## src/rtl/aes_block_serializer.sv

```systemverilog
// Word-to-symbol block serializer: packs IN_W-bit core words into BLK_W-bit blocks,
// buffers up to DEPTH blocks and streams them as OUT_W-bit symbols acked by tx_done edges.
module aes_block_serializer #(
    parameter int unsigned IN_W      = 32,
    parameter int unsigned OUT_W     = 8,
    parameter int unsigned BLK_W     = 128,
    parameter int unsigned DEPTH     = 2,
    parameter bit          MSB_FIRST = 1'b1
) (
    input  logic                         clk,
    input  logic                         rst_n,
    input  logic                         flush,
    input  logic [IN_W-1:0]              in_data,
    input  logic                         in_valid,
    output logic                         in_ready,
    output logic [OUT_W-1:0]             out_data,
    output logic                         out_valid,
    input  logic                         tx_active,
    input  logic                         tx_done,
    output logic [$clog2(DEPTH+1)-1:0]   blk_count
);

    localparam int unsigned WPB = BLK_W / IN_W;
    localparam int unsigned SPB = BLK_W / OUT_W;
    localparam int unsigned CW  = $clog2(DEPTH + 1);
    localparam int unsigned PW  = (DEPTH > 1) ? $clog2(DEPTH) : 1;
    localparam int unsigned WIW = (WPB > 1) ? $clog2(WPB) : 1;
    localparam int unsigned SIW = (SPB > 1) ? $clog2(SPB) : 1;
    localparam int unsigned SHW = $clog2(BLK_W) + 1;

    if ((BLK_W % IN_W) != 0) begin : g_bad_in_w
        $error("aes_block_serializer: BLK_W must be a multiple of IN_W");
    end
    if ((BLK_W % OUT_W) != 0) begin : g_bad_out_w
        $error("aes_block_serializer: BLK_W must be a multiple of OUT_W");
    end
    if (DEPTH < 1) begin : g_bad_depth
        $error("aes_block_serializer: DEPTH must be at least 1");
    end

    typedef enum logic [1:0] {
        IDLE = 2'd0,
        SEND = 2'd1,
        POP  = 2'd2
    } state_t;

    state_t           state, state_next;
    logic [PW-1:0]    wr_ptr, wr_ptr_next;
    logic [PW-1:0]    rd_ptr, rd_ptr_next;
    logic [WIW-1:0]   wi, wi_next;
    logic [SIW-1:0]   si, si_next;
    logic [CW-1:0]    blk_count_next;
    logic             in_ready_next;
    logic             tx_done_q;
    logic             ack, accept, commit, pop;

    logic [BLK_W-1:0] mem [DEPTH];
    logic [BLK_W-1:0] wr_blk;
    logic [BLK_W-1:0] rd_blk;
    logic [SHW-1:0]   wr_sh;
    logic [SHW-1:0]   rd_sh;
    logic [OUT_W-1:0] sym;

    // Words always land MSB-first inside the block; only symbol order is configurable.
    assign wr_sh  = SHW'(BLK_W - IN_W - 32'(wi) * IN_W);
    assign wr_blk = (mem[wr_ptr] & ~(BLK_W'({IN_W{1'b1}}) << wr_sh))
                  | (BLK_W'(in_data) << wr_sh);

    assign rd_sh  = MSB_FIRST ? SHW'(BLK_W - OUT_W - 32'(si) * OUT_W)
                              : SHW'(32'(si) * OUT_W);
    assign rd_blk = mem[rd_ptr];
    assign sym    = OUT_W'(rd_blk >> rd_sh);

    // Output is masked combinationally so tx_active gates it in the same cycle.
    assign out_valid = (state == SEND) && !tx_active;
    assign out_data  = out_valid ? sym : '0;

    // Next-state logic for write side, read FSM and occupancy.
    always_comb begin
        state_next     = state;
        wr_ptr_next    = wr_ptr;
        rd_ptr_next    = rd_ptr;
        wi_next        = wi;
        si_next        = si;
        accept         = in_valid && in_ready;
        commit         = 1'b0;
        pop            = 1'b0;
        ack            = tx_done && !tx_done_q;

        if (accept) begin
            if (wi == WIW'(WPB - 1)) begin
                commit      = 1'b1;
                wi_next     = '0;
                wr_ptr_next = (wr_ptr == PW'(DEPTH - 1)) ? '0 : wr_ptr + 1'b1;
            end else begin
                wi_next = wi + 1'b1;
            end
        end

        case (state)
            IDLE: begin
                if (blk_count != '0) state_next = SEND;
            end
            SEND: begin
                if (ack) begin
                    if (si == SIW'(SPB - 1)) state_next = POP;
                    else                     si_next    = si + 1'b1;
                end
            end
            POP: begin
                pop         = 1'b1;
                si_next     = '0;
                rd_ptr_next = (rd_ptr == PW'(DEPTH - 1)) ? '0 : rd_ptr + 1'b1;
            end
            default: state_next = IDLE;
        endcase

        blk_count_next = blk_count + CW'(commit) - CW'(pop);
        if (state == POP) state_next = (blk_count_next != '0) ? SEND : IDLE;

        // Flush wins over any simultaneous accept or ack.
        if (flush) begin
            state_next     = IDLE;
            wr_ptr_next    = '0;
            rd_ptr_next    = '0;
            wi_next        = '0;
            si_next        = '0;
            accept         = 1'b0;
            commit         = 1'b0;
            blk_count_next = '0;
        end

        in_ready_next = (blk_count_next < CW'(DEPTH));
    end

    always_ff @(posedge clk or negedge rst_n) begin
        if (!rst_n) begin
            state     <= IDLE;
            wr_ptr    <= '0;
            rd_ptr    <= '0;
            wi        <= '0;
            si        <= '0;
            blk_count <= '0;
            in_ready  <= 1'b0;
            tx_done_q <= 1'b0;
        end else begin
            state     <= state_next;
            wr_ptr    <= wr_ptr_next;
            rd_ptr    <= rd_ptr_next;
            wi        <= wi_next;
            si        <= si_next;
            blk_count <= blk_count_next;
            in_ready  <= in_ready_next;
            tx_done_q <= flush ? 1'b0 : tx_done;
        end
    end

    // Block storage needs no reset: a slot is only read after it has been fully written.
    always_ff @(posedge clk) begin
        if (accept) mem[wr_ptr] <= wr_blk;
    end

endmodule
```

## config.mk

```make
export PLATFORM = sky130hd
export DESIGN_NAME = aes_block_serializer
export DESIGN_NICKNAME = d
export VERILOG_FILES = /design/src/rtl/aes_block_serializer.sv
export SDC_FILE = /design/constraint.sdc
export NUM_CORES = 1
export LEC_CHECK = 0
export ABC_AREA = 1
export CAP_MARGIN = 20
export CORE_MARGIN = 3
export CORE_UTILIZATION = 50
export CTS_BUF_LIST = sky130_fd_sc_hd__clkbuf_16
export DETAILED_ROUTE_END_ITERATION = 12
export HOLD_SLACK_MARGIN = 0.08
export PLACE_DENSITY = 0.7
export SETUP_SLACK_MARGIN = 0.5
export SKIP_LAST_GASP = 1
export SLEW_MARGIN = 20
export SYNTH_ARGS = -nofsm -noshare
export SYNTH_HDL_FRONTEND = slang
export SYNTH_SLANG_ARGS = --single-unit
```

## constraint.sdc

```tcl
create_clock -name clk -period 6.5 [get_ports clk]
set_input_delay 0.65 -clock clk [delete_from_list [all_inputs] [get_ports clk]]
set_output_delay 0.65 -clock clk [all_outputs]
set_load 0.005 [all_outputs]
```

==> reports/results.tsv <==
metric	value	unit
cp_data_arrival_time	3.80	ns
r2r_end	mem[1][107]	
crit_start	rd_ptr	
vias_per_cell	6.29	
required	5.85	ns
switching_share	33.1	%
core_area	26500	sq um
p_leak	5.51	nW
area_growth	10.0	%
start_util	51.6	%
yosys-top-cells-count	376 x nand2_1, 263 x nor2_1, 256 x edfxtp_1	
critPathSlowestCell	dfrtp_4	
max_stage_delay	0.67	ns
io_buffer_count	49	
seq_area_frac_synth	58.7	%
slew_viol_final	0	
dp.final_hpwl	21.6	mm
grt_pass1_wl	59.3	mm
antenna_left	0	
tightest_slew	1.07	ns
max_freq	225	MHz
htreeDepth	1	
cp_common_cell	nand2_1	
drt-total-wl	38.9	mm
die_area	29400	sq um
status	complete, no violations	
min_period_over_period	68.5	%
grt_usage	25.8	%
crit_buf_inv	3	
diodes	0	
cts.sinks	270	
utilization	56.8	%
pwr-share-seq	42.2	%
dp.cells	1737	
numCtsBuffers	29	
crit_fanout	87	
grt_overflow_total	0	
synthArstFlopShare	5.19	%
crit_chain	inv_4 > buf_12 > nand2_1 > nand3_1 > nand3_1 > nand2_1 > nand2_1 > nand2_1 > nand2_1 > nor2_1 > clkdlybuf4s50_1	
io_pins	50	
drcViolationCount	0	
power.density	345	nW/um^2
synth_area_leaders	edfxtp_1 56%, nand2_1 10%, nor2_1 7.2%	
cts_hold_buf	0	
finalSetupViolations	0	
setup_ws	2.05	ns
ctsResizeCount	0	
dr_total_vias	11200	
worstSetupPathDepth	11	
drv_cap	0	
rows	59	
end_kind	output port	
fin_crit	4.45	ns
pre_cts_slack	2.62	ns
grt_pass1_vias	10600	
clk_pin_slew	0.06	ns
cts_tree	built	
reg2reg_slack	3.46	ns
synth_ff_type	edfxtp_1	
insertion_delay	0.55	ns
drtIter0Drc	1482	
ir_worst_vdd	201	uV
antenna_found_initial	0	
r2r_start	wr_ptr	
hold_path.class	in -> async	
final_nets	1477	
postCtsSetupBuffers	0	
synth.ff_latch_count	270	
synth.most_common_cell	nand2_1	
p_clk_share	30.3	%
switching_power	0.00172	W
synth_nets	1495	
comb_power_share	27.5	%
grt_max_degree	119	
synth.distinct_cells	26	
fp.dieH	171	um
synth.avg_cell_area	9.43	sq um
root_buffer	clkbuf_16	
p_int	0.00348	W
synth_cells	1451	
dr.pass1.iters	6	
place.gp.congestion	0.847	
synth.top_cell.area_share	56.2	%
rsz0062_at_grt	no	
critPathLaunchType	flip-flop	
yosysTopAreaCell	edfxtp_1	
stdcell_count	1788	
finalHoldViolations	0	
drive_gt1_share	4.89	%
cts_buffer_depth	3	
slew_headroom	28.5	%
total_power	0.00520	W
endpoint	out_data[2]	
worst-setup-path-type	reg -> out	
synth_area	13700	sq um
reg2regPathDepth	5	
die-width	171	um
yosysWarningCount	0	
path_delay_family	buffers and inverters	
synth-edff-count	256	
wl_per_cell	21.8	um
finClkSkew	0.0118	ns
-- registers in the layout, indices dropped and copies added, names as in the netlist --
| signal | flops |
|---|---|
| blk_count | 2 |
| in_ready | 1 |
| mem | 256 |
| rd_ptr | 1 |
| si | 4 |
| state | 2 |
| tx_done_q | 1 |
| wi | 2 |
| wr_ptr | 1 |
-- metal layers --
layer | global-route usage, % | routed length (um)
met3 | 3.19 | 3190
met1 | 35.4 | 15600
met2 | 42.5 | 18700
met5 | 0 | 0
met4 | 9.55 | 1440
-- area by class of cell --
cell class / count / area (sq um)
fillers: 2220 / 11400
well taps: 335 / 419
clock buffers: 29 / 726
inverters: 35 / 136
flip-flops and latches: 270 / 8050
repair buffers: 66 / 656
clock inverters: 22 / 174
multi-input cells: 1031 / 4900
-- power by group through the flow --
stage	combinational [W]	sequential [W]	clock (W)
after floorplan	0.00101	0.00221	0
after global placement	0.00137	0.00223	0
after detailed placement	0.00140	0.00223	0
after CTS	0.00141	0.00220	0.00159
after global routing	0.00156	0.00221	0.00166
final	0.00143	0.00220	0.00157
-- worst min-delay path by stage --
stage	end	slack, ns
floorplan	blk_count[0]	0.35
global route	state[1]	0.56
global placement	state[0]	0.54
finish	tx_done_q	0.52
CTS	state[1]	0.53
detailed placement	state[0]	0.55
-- cell families (layout without fill, tap and decap cells) --
logic type,after synthesis,after routing,share of synthesized area (%)
buffers and inverters,150,152,5.59
DFF,270,270,58.7
AOI/OAI and AO/OA,214,214,11.2
adders and majority gates,6,6,0.548
and+or+nand+nor,808,808,23.7
xor gates and xnor gates,3,3,0.192
-- through the flow --
| stage | hold slack (ns) | TNS, ns | instance area [sq um] |
|---|---|---|---|
| 6_report | 0.516 | 0 | 15100 |
| 5_1_grt | 0.565 | 0 | 15100 |
| 4_1_cts | 0.528 | 0 | 15100 |
| 3_5_place_dp | 0.551 | 0 | 14200 |
| 3_3_place_gp | 0.541 | 0 | 14200 |
| 2_1_floorplan | 0.354 | -115.53 | 13700 |
-- cell usage in the layout, fill, tap and decap left out, drive strengths merged --
cell / instances
bufinv: 3
inv: 38
clkbuf: 29
o31ai: 2
o211ai: 16
nor3: 1
edfxtp: 256
nand3: 167
buf: 17
dfrtp: 14
a21oi: 43
clkdlybuf4s50: 49
clkinvlp: 1
xnor2: 2
ha: 6
o32ai: 112
clkinv: 15
xor2: 1
o21ai: 41
nor2: 264
nand2: 376
No activity file was read; power rests on OpenSTA's default activity.
